==> src/rtl/muldiv_controller_if.sv <==
// Handshake and result bundle between the EX stage and the multi-cycle MULT/DIV sequencer.
// The pipeline side drives requests (master); the sequencer returns status and HI/LO (slave).
interface muldiv_controller_if #(
    parameter int NB_DATA  = 32,
    parameter int NB_MD_OP = 2
);
    logic                i_start;
    logic [NB_MD_OP-1:0] i_md_op;
    logic [NB_DATA-1:0]  i_operand_a;
    logic [NB_DATA-1:0]  i_operand_b;
    logic                i_flush;
    logic                i_mf_req;
    logic                o_busy;
    logic                o_done;
    logic                o_div_zero;
    logic                o_stall;
    logic [NB_DATA-1:0]  o_hi;
    logic [NB_DATA-1:0]  o_lo;

    modport master (
        output i_start, i_md_op, i_operand_a, i_operand_b, i_flush, i_mf_req,
        input  o_busy, o_done, o_div_zero, o_stall, o_hi, o_lo
    );

    modport slave (
        input  i_start, i_md_op, i_operand_a, i_operand_b, i_flush, i_mf_req,
        output o_busy, o_done, o_div_zero, o_stall, o_hi, o_lo
    );
endinterface

==> src/rtl/muldiv_controller.sv <==
// Multi-cycle MIPS MULT/MULTU/DIV/DIVU sequencer: shift-add multiply or restoring divide on
// magnitudes over NB_DATA cycles, sign fix-up in ADJUST, result committed to HI/LO on DONE.
module muldiv_controller #(
    parameter int NB_DATA  = 32,
    parameter int NB_CNT   = $clog2(NB_DATA) + 1,
    parameter int NB_MD_OP = 2
) (
    input  logic                i_clock,
    input  logic                i_reset,
    muldiv_controller_if.slave  bus
);

    typedef enum logic [1:0] {IDLE, CALC, ADJUST, DONE} state_t;

    state_t                 state_q;
    logic [NB_CNT-1:0]      cnt_q;
    logic [2*NB_DATA-1:0]   acc_q;
    logic [2*NB_DATA-1:0]   acc_d;
    logic [NB_DATA-1:0]     mcand_q;
    logic [NB_DATA-1:0]     hi_q, lo_q;
    logic [NB_DATA-1:0]     hi_d, lo_d;
    logic                   is_div_q, neg_res_q, neg_rem_q, dz_q;
    logic                   busy_q, done_q, div_zero_q;

    logic                   is_div_in, signed_in, sign_a_in, sign_b_in;
    logic [NB_DATA-1:0]     abs_a_in, abs_b_in;
    logic [NB_DATA:0]       mul_sum;
    logic [NB_DATA:0]       div_trial;
    logic [2*NB_DATA-1:0]   mul_next, div_next, prod_adj;

    function automatic logic [NB_DATA-1:0] abs_val(input logic signed [NB_DATA-1:0] x,
                                                   input logic en);
        return (en && x[NB_DATA-1]) ? $unsigned(-x) : $unsigned(x);
    endfunction

    function automatic logic [NB_DATA-1:0] neg_word(input logic [NB_DATA-1:0] x);
        return ~x + 1'b1;
    endfunction

    always_comb begin
        is_div_in = bus.i_md_op[1];
        signed_in = ~bus.i_md_op[0];
        sign_a_in = signed_in & bus.i_operand_a[NB_DATA-1];
        sign_b_in = signed_in & bus.i_operand_b[NB_DATA-1];
        abs_a_in  = abs_val(bus.i_operand_a, signed_in);
        abs_b_in  = abs_val(bus.i_operand_b, signed_in);
    end

    // One iteration: multiply adds into the upper half then shifts right (carry kept in
    // mul_sum); divide shifts left and keeps the trial difference when it does not borrow.
    always_comb begin
        mul_sum   = {1'b0, acc_q[2*NB_DATA-1:NB_DATA]} +
                    (acc_q[0] ? {1'b0, mcand_q} : {(NB_DATA+1){1'b0}});
        mul_next  = {mul_sum, acc_q[NB_DATA-1:1]};
        div_trial = acc_q[2*NB_DATA-1:NB_DATA-1] - {1'b0, mcand_q};
        div_next  = div_trial[NB_DATA] ? {acc_q[2*NB_DATA-2:0], 1'b0}
                                       : {div_trial[NB_DATA-1:0], acc_q[NB_DATA-2:0], 1'b1};
        acc_d     = is_div_q ? div_next : mul_next;
    end

    always_comb begin
        prod_adj = neg_res_q ? (~acc_q + 1'b1) : acc_q;
        hi_d     = prod_adj[2*NB_DATA-1:NB_DATA];
        lo_d     = prod_adj[NB_DATA-1:0];
        if (dz_q) begin
            hi_d = acc_q[2*NB_DATA-1:NB_DATA];
            lo_d = acc_q[NB_DATA-1:0];
        end else if (is_div_q) begin
            hi_d = neg_rem_q ? neg_word(acc_q[2*NB_DATA-1:NB_DATA]) : acc_q[2*NB_DATA-1:NB_DATA];
            lo_d = neg_res_q ? neg_word(acc_q[NB_DATA-1:0]) : acc_q[NB_DATA-1:0];
        end
    end

    always_ff @(posedge i_clock) begin
        if (!i_reset) begin
            state_q    <= IDLE;
            cnt_q      <= '0;
            hi_q       <= '0;
            lo_q       <= '0;
            busy_q     <= 1'b0;
            done_q     <= 1'b0;
            div_zero_q <= 1'b0;
        end else begin
            done_q     <= 1'b0;
            div_zero_q <= 1'b0;
            case (state_q)
                IDLE: begin
                    if (bus.i_start && !bus.i_flush) begin
                        is_div_q  <= is_div_in;
                        neg_res_q <= sign_a_in ^ sign_b_in;
                        neg_rem_q <= sign_a_in;
                        mcand_q   <= is_div_in ? abs_b_in : abs_a_in;
                        busy_q    <= 1'b1;
                        // Divide by zero skips CALC; ADJUST passes acc through as {a, all-ones}.
                        if (is_div_in && (bus.i_operand_b == '0)) begin
                            dz_q    <= 1'b1;
                            acc_q   <= {bus.i_operand_a, {NB_DATA{1'b1}}};
                            state_q <= ADJUST;
                        end else begin
                            dz_q    <= 1'b0;
                            acc_q   <= {{NB_DATA{1'b0}}, is_div_in ? abs_a_in : abs_b_in};
                            cnt_q   <= NB_CNT'(NB_DATA);
                            state_q <= CALC;
                        end
                    end
                end
                CALC: begin
                    if (bus.i_flush) begin
                        state_q <= IDLE;
                        busy_q  <= 1'b0;
                    end else begin
                        acc_q <= acc_d;
                        cnt_q <= cnt_q - 1'b1;
                        if (cnt_q == NB_CNT'(1)) state_q <= ADJUST;
                    end
                end
                ADJUST: begin
                    if (bus.i_flush) begin
                        state_q <= IDLE;
                        busy_q  <= 1'b0;
                    end else begin
                        hi_q       <= hi_d;
                        lo_q       <= lo_d;
                        done_q     <= 1'b1;
                        div_zero_q <= dz_q;
                        state_q    <= DONE;
                    end
                end
                DONE: begin
                    state_q <= IDLE;
                    busy_q  <= 1'b0;
                end
                default: begin
                    state_q <= IDLE;
                    busy_q  <= 1'b0;
                end
            endcase
        end
    end

    assign bus.o_busy     = busy_q;
    assign bus.o_done     = done_q;
    assign bus.o_div_zero = div_zero_q;
    assign bus.o_stall    = busy_q & bus.i_mf_req;
    assign bus.o_hi       = hi_q;
    assign bus.o_lo       = lo_q;

endmodule

==> src/flat_wrapper.sv <==
// flat-port wrapper written by rule: the top's interface ports become plain ports
module muldiv_controller_flat 
#(
    parameter int NB_DATA  = 32,
    parameter int NB_CNT   = $clog2(NB_DATA) + 1,
    parameter int NB_MD_OP = 2
)
  (i_clock, i_reset, bus_i_start, bus_i_md_op, bus_i_operand_a, bus_i_operand_b, bus_i_flush, bus_i_mf_req, bus_o_busy, bus_o_done, bus_o_div_zero, bus_o_stall, bus_o_hi, bus_o_lo);
  muldiv_controller_if #(.NB_DATA(NB_DATA), .NB_MD_OP(NB_MD_OP)) bus_i ();
  input  logic i_clock;
  input  logic i_reset;
  input wire logic [$bits(bus_i.i_start)-1:0] bus_i_start;
  input wire logic [$bits(bus_i.i_md_op)-1:0] bus_i_md_op;
  input wire logic [$bits(bus_i.i_operand_a)-1:0] bus_i_operand_a;
  input wire logic [$bits(bus_i.i_operand_b)-1:0] bus_i_operand_b;
  input wire logic [$bits(bus_i.i_flush)-1:0] bus_i_flush;
  input wire logic [$bits(bus_i.i_mf_req)-1:0] bus_i_mf_req;
  output wire logic [$bits(bus_i.o_busy)-1:0] bus_o_busy;
  output wire logic [$bits(bus_i.o_done)-1:0] bus_o_done;
  output wire logic [$bits(bus_i.o_div_zero)-1:0] bus_o_div_zero;
  output wire logic [$bits(bus_i.o_stall)-1:0] bus_o_stall;
  output wire logic [$bits(bus_i.o_hi)-1:0] bus_o_hi;
  output wire logic [$bits(bus_i.o_lo)-1:0] bus_o_lo;
  assign bus_i.i_start = bus_i_start;
  assign bus_i.i_md_op = bus_i_md_op;
  assign bus_i.i_operand_a = bus_i_operand_a;
  assign bus_i.i_operand_b = bus_i_operand_b;
  assign bus_i.i_flush = bus_i_flush;
  assign bus_i.i_mf_req = bus_i_mf_req;
  assign bus_o_busy = bus_i.o_busy;
  assign bus_o_done = bus_i.o_done;
  assign bus_o_div_zero = bus_i.o_div_zero;
  assign bus_o_stall = bus_i.o_stall;
  assign bus_o_hi = bus_i.o_hi;
  assign bus_o_lo = bus_i.o_lo;
  muldiv_controller #(.NB_DATA(NB_DATA), .NB_CNT(NB_CNT), .NB_MD_OP(NB_MD_OP)) u_core (.i_clock(i_clock), .i_reset(i_reset), .bus(bus_i));
endmodule
==> config.mk <==
export PLATFORM = sky130hd
export DESIGN_NAME = muldiv_controller_flat
export DESIGN_NICKNAME = d
export VERILOG_FILES = /design/src/rtl/muldiv_controller_if.sv /design/src/rtl/muldiv_controller.sv /design/src/flat_wrapper.sv
export SDC_FILE = /design/constraint.sdc
export NUM_CORES = 1
export LEC_CHECK = 0
export CORE_MARGIN = 2
export CORE_UTILIZATION = 55
export CTS_BUF_LIST = sky130_fd_sc_hd__clkbuf_8
export DETAILED_ROUTE_END_ITERATION = 10
export HOLD_SLACK_MARGIN = 0.05
export PLACE_DENSITY = 0.82
export SLEW_MARGIN = 20
export SYNTH_ARGS = -nofsm -noshare
export SYNTH_HDL_FRONTEND = slang
export SYNTH_SLANG_ARGS = --single-unit
==> constraint.sdc <==
create_clock -name i_clock -period 4.9 [get_ports i_clock]
set_input_delay 0.735 -clock i_clock [delete_from_list [all_inputs] [get_ports i_clock]]
set_output_delay 0.735 -clock i_clock [all_outputs]
set_load 0.02 [all_outputs]
==> key figures <==
Logic synthesis
  • Post-Syn Area: 14600 sq um
  • Post-Synth Simple-Gate Area: 17.2%
  • Synth Area in Compound Gates: 23.1%
  • Synth area leader: edfxtp_1
  • Leading cell types by total area after synthesis: edfxtp_1, dfxtp_1, ha_1
  • Cells after Synth: between 1500 and 2000
  • Sequential area share after synthesis: a little over 30%
  • Most used flip-flop cell after synthesis: edfxtp_1
  • Mux contribution to synthesized area: under 10%
  • Syn Area/Cell: ~8.5 sq um
  • Post-Synth Adder-Cell Area: between 6 and 7%
  • Post-synth EDFFs: 100
  • Post-synthesis cell type count: 85
  • Ys async rst share: 0%
  • Main combinational cell family by area after synthesis: compound AO/OA/AOI/OAI gates
  • Flops & latches, synth: around 180
  • Top-area cell type share of the netlist area: between 20% and 30%
  • Synth Area in XOR/XNOR: between 10% and 20%
  • Syn. warnings: 0
  • Syn nets: 1878

Floorplanning
  • DIE HEIGHT: around 170 microns
  • Io pins: ~140
  • Core Area: ~26000 sq um
  • DIE AREA: around 28000 sq um
  • Rows: slightly below 60
  • Initial Util: between 50% and 60%
  • Die Wd: approximately 170 microns

Timing
  • Max Slew Vio Count: 0
  • Clock skew: roughly 0.026 ns
  • Final setup fails: 0
  • Final hold slack: between 0.4 and 0.5 ns
  • Least-Margin Pin Slew: around 1.1 ns
  • Worst setup margin: about 0.65 ns
  • Fin Setup TNS: 0 ns
  • Crit share post-route: around 87%
  • Min Clock Period, post-route: ~4.3 ns
  • RSZ-0062 raised after global routing: no
  • Max frequency: between 200 and 250 MHz
  • Hold Vio Cnt, Final: 0
  • Relative slew margins: between 20% and 30%

Setup path
  • Req. time, crit path: ~5.1 ns
  • Crit. End Element: flip-flop
  • Crit path kind: reg2reg
  • Worst Setup Start Kind: flip-flop
  • R2r startpoint: u_core.acc_q[31]$_DFFE_PP_
  • Critical-path maximum fanout: 18
  • Worst setup path start: u_core.acc_q[31]$_DFFE_PP_
  • Critical path arrival: 4.49 ns

Place
  • Setup WS pre-CTS: just under 0.7 ns
  • GP Congestion: 1.02
  • Placed insts: approximately 2100
  • Port bufs: 138
  • HPWL after DPL: ~37 mm

Power
  • Sw Pwr: 0.00279 W
  • Clock network power share: a little under a fifth
  • Logic pwr share: between 40% and 50%
  • Max VDD drop: around 210 uV
  • Share of power burned in registers: between 30% and 40%
  • Sw frac: about 44%
  • Pint: 0.00358 W
  • P_leak: between 6 and 7 nW
  • Cell area power density: between 300 and 400 nW/um^2

Detailed routing
  • Vias: roughly 14000
  • Post-route ant nets: 0
  • Detailed Routing Iterations Pass 1: 9
  • Final WL: 48.6 mm
  • First-iteration detailed-routing DRC count: about 2100
  • Routed vias/inst: 6.57
  • WL/cell: about 22 microns
  • DRC Markers: 5

GRT
  • First-pass GRT wire length: between 70 and 80 mm
  • Global route hottest layer: met2
  • GRT Overall Usage: roughly a third
  • GRT met2 Usage: approximately 54%
  • Initial antenna violation count: 0
  • Met1 usage: around 46%
  • Total gr overflow: 0
  • Met3 usage: 6.15%
  • Vias in the first global route: about 13000
  • Largest net degree at the start of global routing: 73

Run status
  • Failing checks: design-rule violations
  • Status: finished with violations

Clocking
  • TritonCTS clock tree: yes
  • CTS HTree Levels: 4
  • Clock insertion delay at the later pin of the skew report: between 0.5 and 0.6 ns
  • Total CTS buffers: 17
  • CTS resizes: 0
  • CTS max path bufs: 2
  • Hold_buf cts: 0
  • Clock-pin slew on the worst setup and hold paths: between 0.1 and 0.15 ns
  • Post-CTS Setup Bufs: 0
  • CTS Root Buffer Type: clkbuf_8
  • TritonCTS Sinks: 175

Min path
  • Hold_sp: u_core.bus.o_hi[1]$_SDFFE_PN0P_
  • Hold Path Class: reg2reg

Finish
  • N_diodes: 0
  • # nets final: ~2000
  • Post-route non-filler standard cell count: between 2000 and 2500
  • Area Growth Syn to Fin: 14.4%
  • Fraction of final layout cells sized beyond drive strength 1: under 10%

Run
  • Max-cap viol count: 0
==> cells in the mapped netlist (4+ instances only) <==
library cell	number
buf_1	5
and3_1	8
edfxtp_1	100
xnor2_1	83
a311oi_1	7
dfxtp_1	75
inv_1	72
o21ai_0	101
a31o_2	5
a221oi_1	7
o21a_1	12
o21bai_1	8
and2_1	14
nor2b_1	10
nor3_1	44
a221o_1	4
a211oi_1	58
o41ai_1	7
o21ai_1	6
or3_1	17
o31ai_1	26
a21o_1	28
and4_1	5
nand3_1	21
mux2_2	23
a22oi_1	34
a31oi_1	18
nand4_1	18
o211ai_1	12
mux2i_1	84
clkbuf_1	77
o211a_1	4
xor2_1	89
ha_1	74
nand2b_1	23
nand3b_1	4
buf_2	8
nor2_1	189
a21oi_1	150
nor4_1	11
o22ai_1	6
nand2_1	108
or2_2	4
or4_1	11
==> stage by stage <==
| stage | instance area (sq um) | utilization (%) | total power [W] |
|---|---|---|---|
| floorplan | 14600 | - | 0.00412 |
| global placement | 16300 | 62.3 | 0.00504 |
| detailed placement | 16300 | 62.3 | 0.00510 |
| CTS | 16800 | 64.1 | 0.00628 |
| global route | 16800 | 64.1 | 0.00668 |
| finish | 16800 | 64.1 | 0.00637 |
==> cells by family (layout without fill, tap and decap cells) <==
group | Yosys count | in the layout
mux | 109 | 109
compound gates | 524 | 524
buf+inv | 164 | 262
xor+xnor | 173 | 173
flops | 175 | 175
simple gates | 510 | 510
fa+ha+maj | 76 | 76
==> metal layers <==
metal  vias up  wire [microns]
met1      6633           19500
met5         -               0
met4         0            2150
met2       865           21700
li1       6583               -
met3       142            5280
==> flip-flops by register name (all words and copies together), names as in the netlist <==
signal                 flops
u_core.state_q             2
u_core.bus.o_lo           32
u_core.neg_res_q           1
u_core.dz_q                1
u_core.bus.o_busy          1
u_core.is_div_q            1
u_core.bus.o_done          1
u_core.acc_q              64
u_core.bus.o_div_zero      1
u_core.bus.o_hi           32
u_core.neg_rem_q           1
u_core.mcand_q            32
u_core.cnt_q               6
==> power groups by stage <==
stage	combinational, W	sequential (W)	clock, W
3_3_place_gp	0.00289	0.00215	0
3_5_place_dp	0.00294	0.00216	0
4_1_cts	0.00296	0.00213	0.00120
5_1_grt	0.00326	0.00216	0.00125
2_1_floorplan	0.00191	0.00221	0
6_report	0.00303	0.00214	0.00120
==> worst max-delay path, cell delays in order (launching register included) <==
cell and delay, ns:
edfxtp_1 0.51, inv_1 0.09, ha_1 0.22, fa_1 0.41, nand2b_1 0.19, a211oi_1 0.32, o211a_1 0.27, a31oi_1 0.17
o211ai_1 0.39, xor2_4 0.61, nor2_1 0.23, a222oi_1 0.40, o21ai_0 0.15
==> final cells by class <==
class / count / area, sq um
clock buffer: 17 / 234
clock inverter: 15 / 233
fill: 2222 / 9380
inverter: 72 / 270
multi-input combinational: 1392 / 9550
sequential: 175 / 4500
tap: 335 / 419
timing repair buffer: 158 / 1540
==> cell usage in the layout (no fill, tap or decap), drive strengths merged, types with 21 or more instances in the layout <==
| master | n |
|---|---|
| a211oi | 59 |
| a21o | 28 |
| a21oi | 152 |
| a22oi | 34 |
| buf | 21 |
| clkdlybuf4s50 | 137 |
| dfxtp | 75 |
| edfxtp | 100 |
| ha | 74 |
| inv | 80 |
| mux2 | 25 |
| mux2i | 84 |
| nand2 | 110 |
| nand2b | 23 |
| nand3 | 21 |
| nor2 | 192 |
| nor3 | 46 |
| o21ai | 107 |
| o31ai | 26 |
| xnor2 | 83 |
| xor2 | 90 |
==> path summary, 6_finish.rpt <==
| path | to | slack [ns] | depth (start not counted) |
|---|---|---|---|
| min | u_core.bus.o_hi[1]$_SDFFE_PN0P_ | 0.47 | 2 |
| min reg2reg | u_core.bus.o_hi[1]$_SDFFE_PN0P_ | 0.47 | 2 |
| max reg2reg | u_core.acc_q[56]$_DFFE_PP_ | 0.65 | 12 |
| max | u_core.acc_q[56]$_DFFE_PP_ | 0.65 | 12 |
Power figures use the tool's default switching activity.
